File: config.mk
export PLATFORM = sky130hd
export DESIGN_NAME = sys16_io_hub
export DESIGN_NICKNAME = d
export VERILOG_FILES = /design/src/rtl/sys16_io_hub.sv
export SDC_FILE = /design/constraint.sdc
export NUM_CORES = 1
export LEC_CHECK = 0
export CORE_MARGIN = 2
export CORE_UTILIZATION = 52
export DETAILED_ROUTE_END_ITERATION = 16
export PLACE_DENSITY = 0.8
export SLEW_MARGIN = 25
export SYNTH_ARGS = -nofsm -noshare
export SYNTH_HDL_FRONTEND = slang
export SYNTH_SLANG_ARGS = --single-unit
File: constraint.sdc
create_clock -name clk -period 2.2 [get_ports clk]
set_input_delay 0.44 -clock clk [delete_from_list [all_inputs] [get_ports clk]]
set_output_delay 0.44 -clock clk [all_outputs]
set_load 0.02 [all_outputs]
File: src/rtl/sys16_io_hub.sv
// sys16_io_hub: memory-mapped I/O hub for the 16-bit single-board computer.
// It provides synchronised input channels, registered output channels and a
// compare timer with an interrupt flag, all in one 64-word window at IO_BASE.
// Read data is registered with one cycle of latency, the same as sync RAM.
// Optional build macro: SYS16_IO_DEBOUNCE_EN adds a per-channel debouncer
// behind the input synchronisers.
module sys16_io_hub #(
    parameter int          DATA_WIDTH = 16,
    parameter logic [15:0] IO_BASE    = 16'h2000,
    parameter int          N_IN       = 1,
    parameter int          N_OUT      = 1,
    parameter int          DEB_CYCLES = 16
) (
    input  logic                          clk,
    input  logic                          reset,
    input  logic [15:0]                   addr,
    input  logic [DATA_WIDTH-1:0]         wdata,
    input  logic                          we,
    output logic [DATA_WIDTH-1:0]         rdata,
    output logic                          hit,
    input  logic [N_IN*DATA_WIDTH-1:0]    in_bus,
    output logic [N_OUT*DATA_WIDTH-1:0]   out_bus,
    output logic                          irq
);

    localparam int         DW         = DATA_WIDTH;
    localparam logic [5:0] OFF_TCOUNT = 6'h20;
    localparam logic [5:0] OFF_TCMP   = 6'h21;
    localparam logic [5:0] OFF_TCTRL  = 6'h22;

    // Address decode
    logic       in_win;
    logic [5:0] off;
    logic       wr;
    logic       wr_tcount;
    logic       wr_tcmp;
    logic       wr_tctrl;

    assign in_win    = (addr[15:6] == IO_BASE[15:6]);
    assign off       = addr[5:0];
    assign wr        = we & in_win;
    assign wr_tcount = wr & (off == OFF_TCOUNT);
    assign wr_tcmp   = wr & (off == OFF_TCMP);
    assign wr_tctrl  = wr & (off == OFF_TCTRL);

    // Input synchroniser state
    logic [N_IN*DW-1:0] sync1_q;
    logic [N_IN*DW-1:0] sync2_q;
    logic [N_IN*DW-1:0] in_val;

    // Two-flop synchroniser on every input channel
    always_ff @(posedge clk) begin
        if (reset) begin
            sync1_q <= '0;
            sync2_q <= '0;
        end else begin
            sync1_q <= in_bus;
            sync2_q <= sync1_q;
        end
    end

`ifdef SYS16_IO_DEBOUNCE_EN
    localparam int DCW = (DEB_CYCLES > 1) ? $clog2(DEB_CYCLES + 1) : 1;

    logic [N_IN*DW-1:0]           last_q;
    logic [N_IN*DW-1:0]           deb_q;
    logic [N_IN*DW-1:0]           deb_d;
    logic [N_IN-1:0][DCW-1:0]     cnt_q;
    logic [N_IN-1:0][DCW-1:0]     cnt_d;

    // Accept a channel value once it has held steady for DEB_CYCLES clocks
    always_comb begin
        deb_d = deb_q;
        cnt_d = cnt_q;
        for (int k = 0; k < N_IN; k++) begin
            if (sync2_q[k*DW +: DW] != last_q[k*DW +: DW]) begin
                cnt_d[k] = '0;
            end else if (sync2_q[k*DW +: DW] != deb_q[k*DW +: DW]) begin
                if (cnt_q[k] >= DCW'(DEB_CYCLES - 1)) begin
                    deb_d[k*DW +: DW] = sync2_q[k*DW +: DW];
                    cnt_d[k]          = '0;
                end else begin
                    cnt_d[k] = cnt_q[k] + DCW'(1);
                end
            end else begin
                cnt_d[k] = '0;
            end
        end
    end

    // Debouncer state registers
    always_ff @(posedge clk) begin
        if (reset) begin
            last_q <= '0;
            deb_q  <= '0;
            cnt_q  <= '0;
        end else begin
            last_q <= sync2_q;
            deb_q  <= deb_d;
            cnt_q  <= cnt_d;
        end
    end

    assign in_val = deb_q;
`else
    logic unused_deb;

    assign unused_deb = (DEB_CYCLES > 0);
    assign in_val     = sync2_q;
`endif

    // Output channel and timer state
    logic [N_OUT*DW-1:0] out_q;
    logic [N_OUT*DW-1:0] out_d;
    logic [DW-1:0]       tcount_q;
    logic [DW-1:0]       tcount_d;
    logic [DW-1:0]       tcmp_q;
    logic [DW-1:0]       tcmp_d;
    logic                en_q;
    logic                en_d;
    logic                ar_q;
    logic                ar_d;
    logic                irqen_q;
    logic                irqen_d;
    logic                match_q;
    logic                match_d;
    logic                cmp_hit;

    // Output channel writes
    always_comb begin
        out_d = out_q;
        for (int k = 0; k < N_OUT; k++) begin
            if (wr && (off == 6'(16 + k))) begin
                out_d[k*DW +: DW] = wdata;
            end
        end
    end

    // Timer next state: CPU write to TCOUNT beats increment/reload, and a
    // compare hit beats a write-1-clear of MATCH on the same edge
    always_comb begin
        tcount_d = tcount_q;
        tcmp_d   = tcmp_q;
        en_d     = en_q;
        ar_d     = ar_q;
        irqen_d  = irqen_q;
        match_d  = match_q;
        cmp_hit  = en_q && (tcount_q == tcmp_q);

        if (en_q) begin
            if (cmp_hit && ar_q) begin
                tcount_d = '0;
            end else begin
                tcount_d = tcount_q + DW'(1);
            end
        end
        if (wr_tcount) begin
            tcount_d = wdata;
        end
        if (wr_tcmp) begin
            tcmp_d = wdata;
        end
        if (wr_tctrl) begin
            en_d    = wdata[0];
            ar_d    = wdata[1];
            irqen_d = wdata[2];
            if (wdata[15]) begin
                match_d = 1'b0;
            end
        end
        if (cmp_hit) begin
            match_d = 1'b1;
        end
    end

    // Read mux, sampled from current register contents
    logic [DW-1:0] rd_d;
    logic [DW-1:0] rdata_q;
    logic          hit_q;

    always_comb begin
        rd_d = '0;
        if (in_win) begin
            for (int k = 0; k < N_IN; k++) begin
                if (off == 6'(k)) begin
                    rd_d = in_val[k*DW +: DW];
                end
            end
            for (int k = 0; k < N_OUT; k++) begin
                if (off == 6'(16 + k)) begin
                    rd_d = out_q[k*DW +: DW];
                end
            end
            case (off)
                OFF_TCOUNT: rd_d = tcount_q;
                OFF_TCMP:   rd_d = tcmp_q;
                OFF_TCTRL: begin
                    rd_d[0]  = en_q;
                    rd_d[1]  = ar_q;
                    rd_d[2]  = irqen_q;
                    rd_d[15] = match_q;
                end
                default: ;
            endcase
        end
    end

    // Register update; reset overrides any pending write, count or read
    always_ff @(posedge clk) begin
        if (reset) begin
            out_q    <= '0;
            tcount_q <= '0;
            tcmp_q   <= '1;
            en_q     <= 1'b0;
            ar_q     <= 1'b0;
            irqen_q  <= 1'b0;
            match_q  <= 1'b0;
            rdata_q  <= '0;
            hit_q    <= 1'b0;
        end else begin
            out_q    <= out_d;
            tcount_q <= tcount_d;
            tcmp_q   <= tcmp_d;
            en_q     <= en_d;
            ar_q     <= ar_d;
            irqen_q  <= irqen_d;
            match_q  <= match_d;
            rdata_q  <= rd_d;
            hit_q    <= in_win;
        end
    end

    assign out_bus = out_q;
    assign rdata   = rdata_q;
    assign hit     = hit_q;
    assign irq     = match_q & irqen_q;

endmodule

# Word-level counts from Yosys, hierarchy flattened
# Cells that the tools add are included.
# Widths: inputs -> output; s select.
totals:
  regBits: 101
  inputBits: 51
  out_inout_bits: 34
  wordCells: 44
op_classes:
  n_addsub: 1
  eq_ne: 6
  muxes: 11
  n_bitwise: 6
  reduce_logical: 9
op_table:
  columns: ["cell", "n"]
  rows:
  - ["$mux 16", 5]
  - ["$pmux 12 s2", 1]
  - ["$eq 6x6->1 const B", 3]
  - ["$add 16x1->16 const B", 1]
  - ["$eq 16x16->1", 1]
  - ["$eq 10x8->1 const B", 1]
  - ["$pmux 3 s3", 1]
  - ["$eq 6x5->1 const B", 1]
  - ["$logic_not 6->1", 1]
  - ["$reduce_bool 2->1", 3]
  - ["$and 1x1->1", 5]
  - ["$logic_and 1x1->1", 3]
  - ["$mux 1", 3]
  - ["$pmux 1 s3", 1]
  - ["$reduce_and 2->1", 1]
  - ["$reduce_or 2->1", 1]
  - ["$not 1->1", 1]

# Depth between registers and ports, before layout
depth:
  ltp_word: 6
  ltp_mapped: 8
  mapped_depth_nobuf: 6

# Worst setup path before layout
# Ideal clock, no wire load.
synth_path:
  path_type: "input to register"
  start: "input addr[7]"
  end: "register tcount_q[1]"
  setup_time_ns: 0.131
  arrival_ns: 1.787
  t_required_ns: 2.069
  setup_slack_ns: 0.283
  stages: 5
  path_buffers: 1
  path_cell_list: "or4_4 -> nor4_4 -> a211o_2 -> buf_4 -> o22ai_1"
synth_between:
  elab_chain_cells: 4
  elab_cells_between_ends: 5
  classes_between: "eq/ne: 1; mux: 1; bitwise: 2; reduce/logical: 1"
synth_rtl:
  columns: ["item", "line_no", "text"]
  rows:
  - ["from (decl)", "16", "input logic [15:0] addr,"]
  - ["$eq 10x8->1 *", "39", "assign in_win = (addr[15:6] == IO_BASE[15:6]);"]
  - ["$and 1x1->1 *", "41", "assign wr = we & in_win;"]
  - ["$and 1x1->1 *", "42", "assign wr_tcount = wr & (off == OFF_TCOUNT);"]
  - ["$mux 16 / $reduce_bool 2->1 (equally long branches)", null, null]
  - ["to (signal assigned)", "222", "tcount_q <= tcount_d;"]
  - ["to (decl)", "115", "logic [DW-1:0] tcount_q;"]
# Every way passes the cells marked *; elsewhere a longest branch is shown, timed or not.
# A chain may end at the register's enable or synchronous reset.

# Final worst setup path
layout_path:
  start: "input addr[4]"
  end: "register en_q"
layout_between:
  elab_chain_cells: 2
layout_rtl:
  columns: ["item", "line_no", "text"]
  rows:
  - ["$eq 6x6->1", "44", "assign wr_tctrl = wr & (off == OFF_TCTRL);"]
  - ["$and 1x1->1", "44", null]
  - ["to (signal assigned)", "224", "en_q <= en_d;"]
  - ["to (decl)", "119", "logic en_q;"]
# No other way between the ends.

==> metrics.md <==
| Metric | Value |
|---|---|
| Status | finished, final reports clean |
| Post-Syn Instances | 448 |
| Max-slew headroom | 50.8% |
| Fmax | 488 MHz |
| CTS tree | done |
| Logic pwr share | 7.8% |
| Hold path endpoint | tcount_q[2] |
| PD cells | 569 nW/µm² |
| Residual DRC count | 0 |
| Critical R2R Capture | tcount_q[3] |
| Slowest stage delay, CP | 550 ps |
| Vias per inst | 5.49 |
| Initial Util | 53.7% |
| WP data arrival | 2340 ps |
| Ys async rst share | 0% |
| RSZ-0062 raised after global routing | false |
| Setup Skew | 13.6 ps |
| Ordered list of cells on the worst path | clkdlybuf4s50_1, buf_4, or4b_1, nor2_2, buf_4, nand3_1, a21oi_1 |
| Post-synth top area share | 45.6% |
| Switch Pwr | 0.000835 W |
| Core area | 8260 µm² |
| Critical path's slowest cell | or4b_1 |
| Max FO, Critical Path | 6 |
| Total wire length | 11.2 mm |
| Post-DP HPWL | 8.19 mm |
| Max_cap viols | 0 |
| Switch share | 25.5% |
| Worst slack at placement | -221 ps |
| Final Max Slew Viols | 0 |
| PostCTS Resize Cnt | 0 |
| Internal power | 0.00244 W |
| VDD IR max | 0.000479 V |
| Final worst slack | 149 ps |
| DIE AREA | 9280 µm² |
| Hold Path Stages | 2 |
| Period Utilization, post-route | 93.2% |
| Cells taking the most area after synthesis | dfxtp_1, nor2b_1, mux2i_1 |
| Global-route wire length before repair | 17.3 mm |
| Design Area, Final | 5750 µm² |
| Reg clk slew, reported paths | 100 ps |
| Post-synth EDFFs | 0 |
| Postcts setup bufs | 0 |
| WP data required | 2490 ps |
| WL per Instance | 16.9 µm |
| NumNets Final | 604 |
| Placement Cell Area | 5540 µm² |
| Type of origin of the critical path | primary input |
| Final Hold Viols | 0 |
| Area Growth Syn to Fin | 29.7% |
| Worst R2R Setup Slack | 230 ps |
| Most common cell in the netlist | dfxtp_1 |
| Worst-Skew Late Latency | 370 ps |
| Most frequent cells after synthesis | dfxtp_1, nor2b_1, nand2_1, mux2i_1, xor2_1 |
| Num CTS Buffers | 9 |
| Register bit total from synthesis | 101 |
| HP Start | reset |
| Cell mode on critical path | buf_4 |
| Reg-to-Reg Start | tcmp_q[13] |
| Root Buffer | clkbuf_8 |
| Synthesized cell area | 4440 µm² |
| GP Congestion | 0.884 |
| Share of cells above drive strength 1 | 17.2% |
| Gr ovfl total | 0 |
| Vias in the first global route | 3632 |
| Top_reg_cell synth | dfxtp_1 |
| Die H | 96.4 µm |
| Seq pwr share | 56.8% |
| Crit end category | flop |
| Initial antenna violation count | 0 |
| Width of the die | 96.4 µm |
| Final setup vio count | 0 |
| Post-CTS Hold Buffers | 0 |
| Row cnt | 33 |
| Power share of the clock group | 35.4% |
| Synth warnings | 0 |
| H-tree level count | 3 |
| Leakage power | 2.04 nW |
| Ports | 85 |
| Number of nets with antenna violations after routing | 0 |
| Post-Syn Nets | 500 |
| HP Class | primary input to flop |
| Slew @ Worst Pin | 738 ps |
| Max clock buf depth | 2 |
| Tot GR Track Use | 24.5% |
| Vias | 3632 |
| Mean post-synth cell area | 9.90 µm² |
| Synth area leader | dfxtp_1 |
| Port Buffer Count | 84 |
| Post-synthesis cell type count | 56 |
| Seq/Total Area, Yosys | 45.6% |
| Min cycle time layout | 2050 ps |
| CTS sink count | 101 |
| Reg2reg path depth | 6 |
| Iter 0 DRT Violations | 134 |
| First-pass detailed-route iteration total | 5 |
| Diodes inserted | 0 |
| Crit Path Class | primary input to flop |
| Largest net degree at the start of global routing | 69 |
==> critical path, delay by kind of cell <==
kind,cells,cell delay [ps]
simple gates,3,890
buf+inv,3,820
compound gates,1,190
==> per-layer routing <==
layer	wire [µm]	share of wire, %	vias up	GRT usage [%]
met3	662	5.9	30	4.78
met2	5520	49	135	43.5
met5	0	0	-	0
li1	-	-	1764	-
met4	367	3.3	0	11.2
met1	4630	41	1703	28.3
==> cell type report <==
class | count | area (µm²)
fillers | 627 | 2500
flip-flops and latches | 101 | 2020
multi-input cells | 317 | 2240
repair buffers | 119 | 1150
well taps | 105 | 131
clock buffers | 9 | 124
inverters | 4 | 15.0
clock inverters | 7 | 75.1
==> sequential cells by signal, summed over array words and instances, names as in the netlist <==
name,flops
in_val,16
out_bus,16
rdata,16
sync1_q,16
tcmp_q,16
tcount_q,16
ar_q,1
en_q,1
hit,1
irqen_q,1
match_q,1
==> worst max-delay path by stage <==
| stage | from | end | slack [ps] | depth (start not counted) |
|---|---|---|---|---|
| global placement | addr[11] | tcount_q[7] | -160 | 8 |
| CTS | tcmp_q[13] | tcount_q[3] | 90 | 6 |
| detailed placement | addr[11] | tcount_q[11] | -220 | 8 |
| global route | addr[7] | tcount_q[9] | 30 | 8 |
| floorplan | addr[7] | tcount_q[1] | 280 | 5 |
| finish | addr[4] | en_q | 150 | 7 |
==> placed cells by master (no fill, tap or decap), drive strengths merged, types with 3 or more instances in the layout <==
cell type and instances:
dfxtp 101, clkdlybuf4s50 83, nand2 56, nor2b 48, buf 36, mux2i 28
a21oi 28, xor2 19, nor2 18, a211o 17, o21ai 13, o22a 12
xnor2 10, nand3 9, clkbuf 9, nand4 7, inv 7, nor4 7
nor3 6, o22ai 5, and3 4, mux2 4, nor3b 3, o32ai 3
clkinv 3
==> stage by stage <==
step                std cells  hold slack (ps)  total power [W]  util (%)  TNS, ps
floorplan                 448              414          0.00201         -        0
global placement          646              421          0.00215      67.1    -7180
detailed placement        646              425          0.00216      67.1    -9110
CTS                       662              363          0.00329      69.5        0
global route              662              366          0.00339      69.7        0
finish                    662              378          0.00328      69.7        0
==> cell families after synthesis <==
logic type	Yosys count	synth area share [%]
and+or+nand+nor	171	23.1
DFF	101	45.6
AOI/OAI and AO/OA	84	13.7
muxes	32	7.33
buffers and inverters	30	4.23
xor gates and xnor gates	29	5.73
adders and majority gates	1	0.282
==> power by group through the flow <==
stage	Clock, W	Sequential (W)	Combinational (W)
floorplan	0	0.00190	0.000110
global placement	0	0.00190	0.000248
detailed placement	0	0.00190	0.000252
CTS	0.00118	0.00186	0.000254
global route	0.00125	0.00186	0.000270
finish	0.00116	0.00186	0.000255
Power figures use the tool's default switching activity.
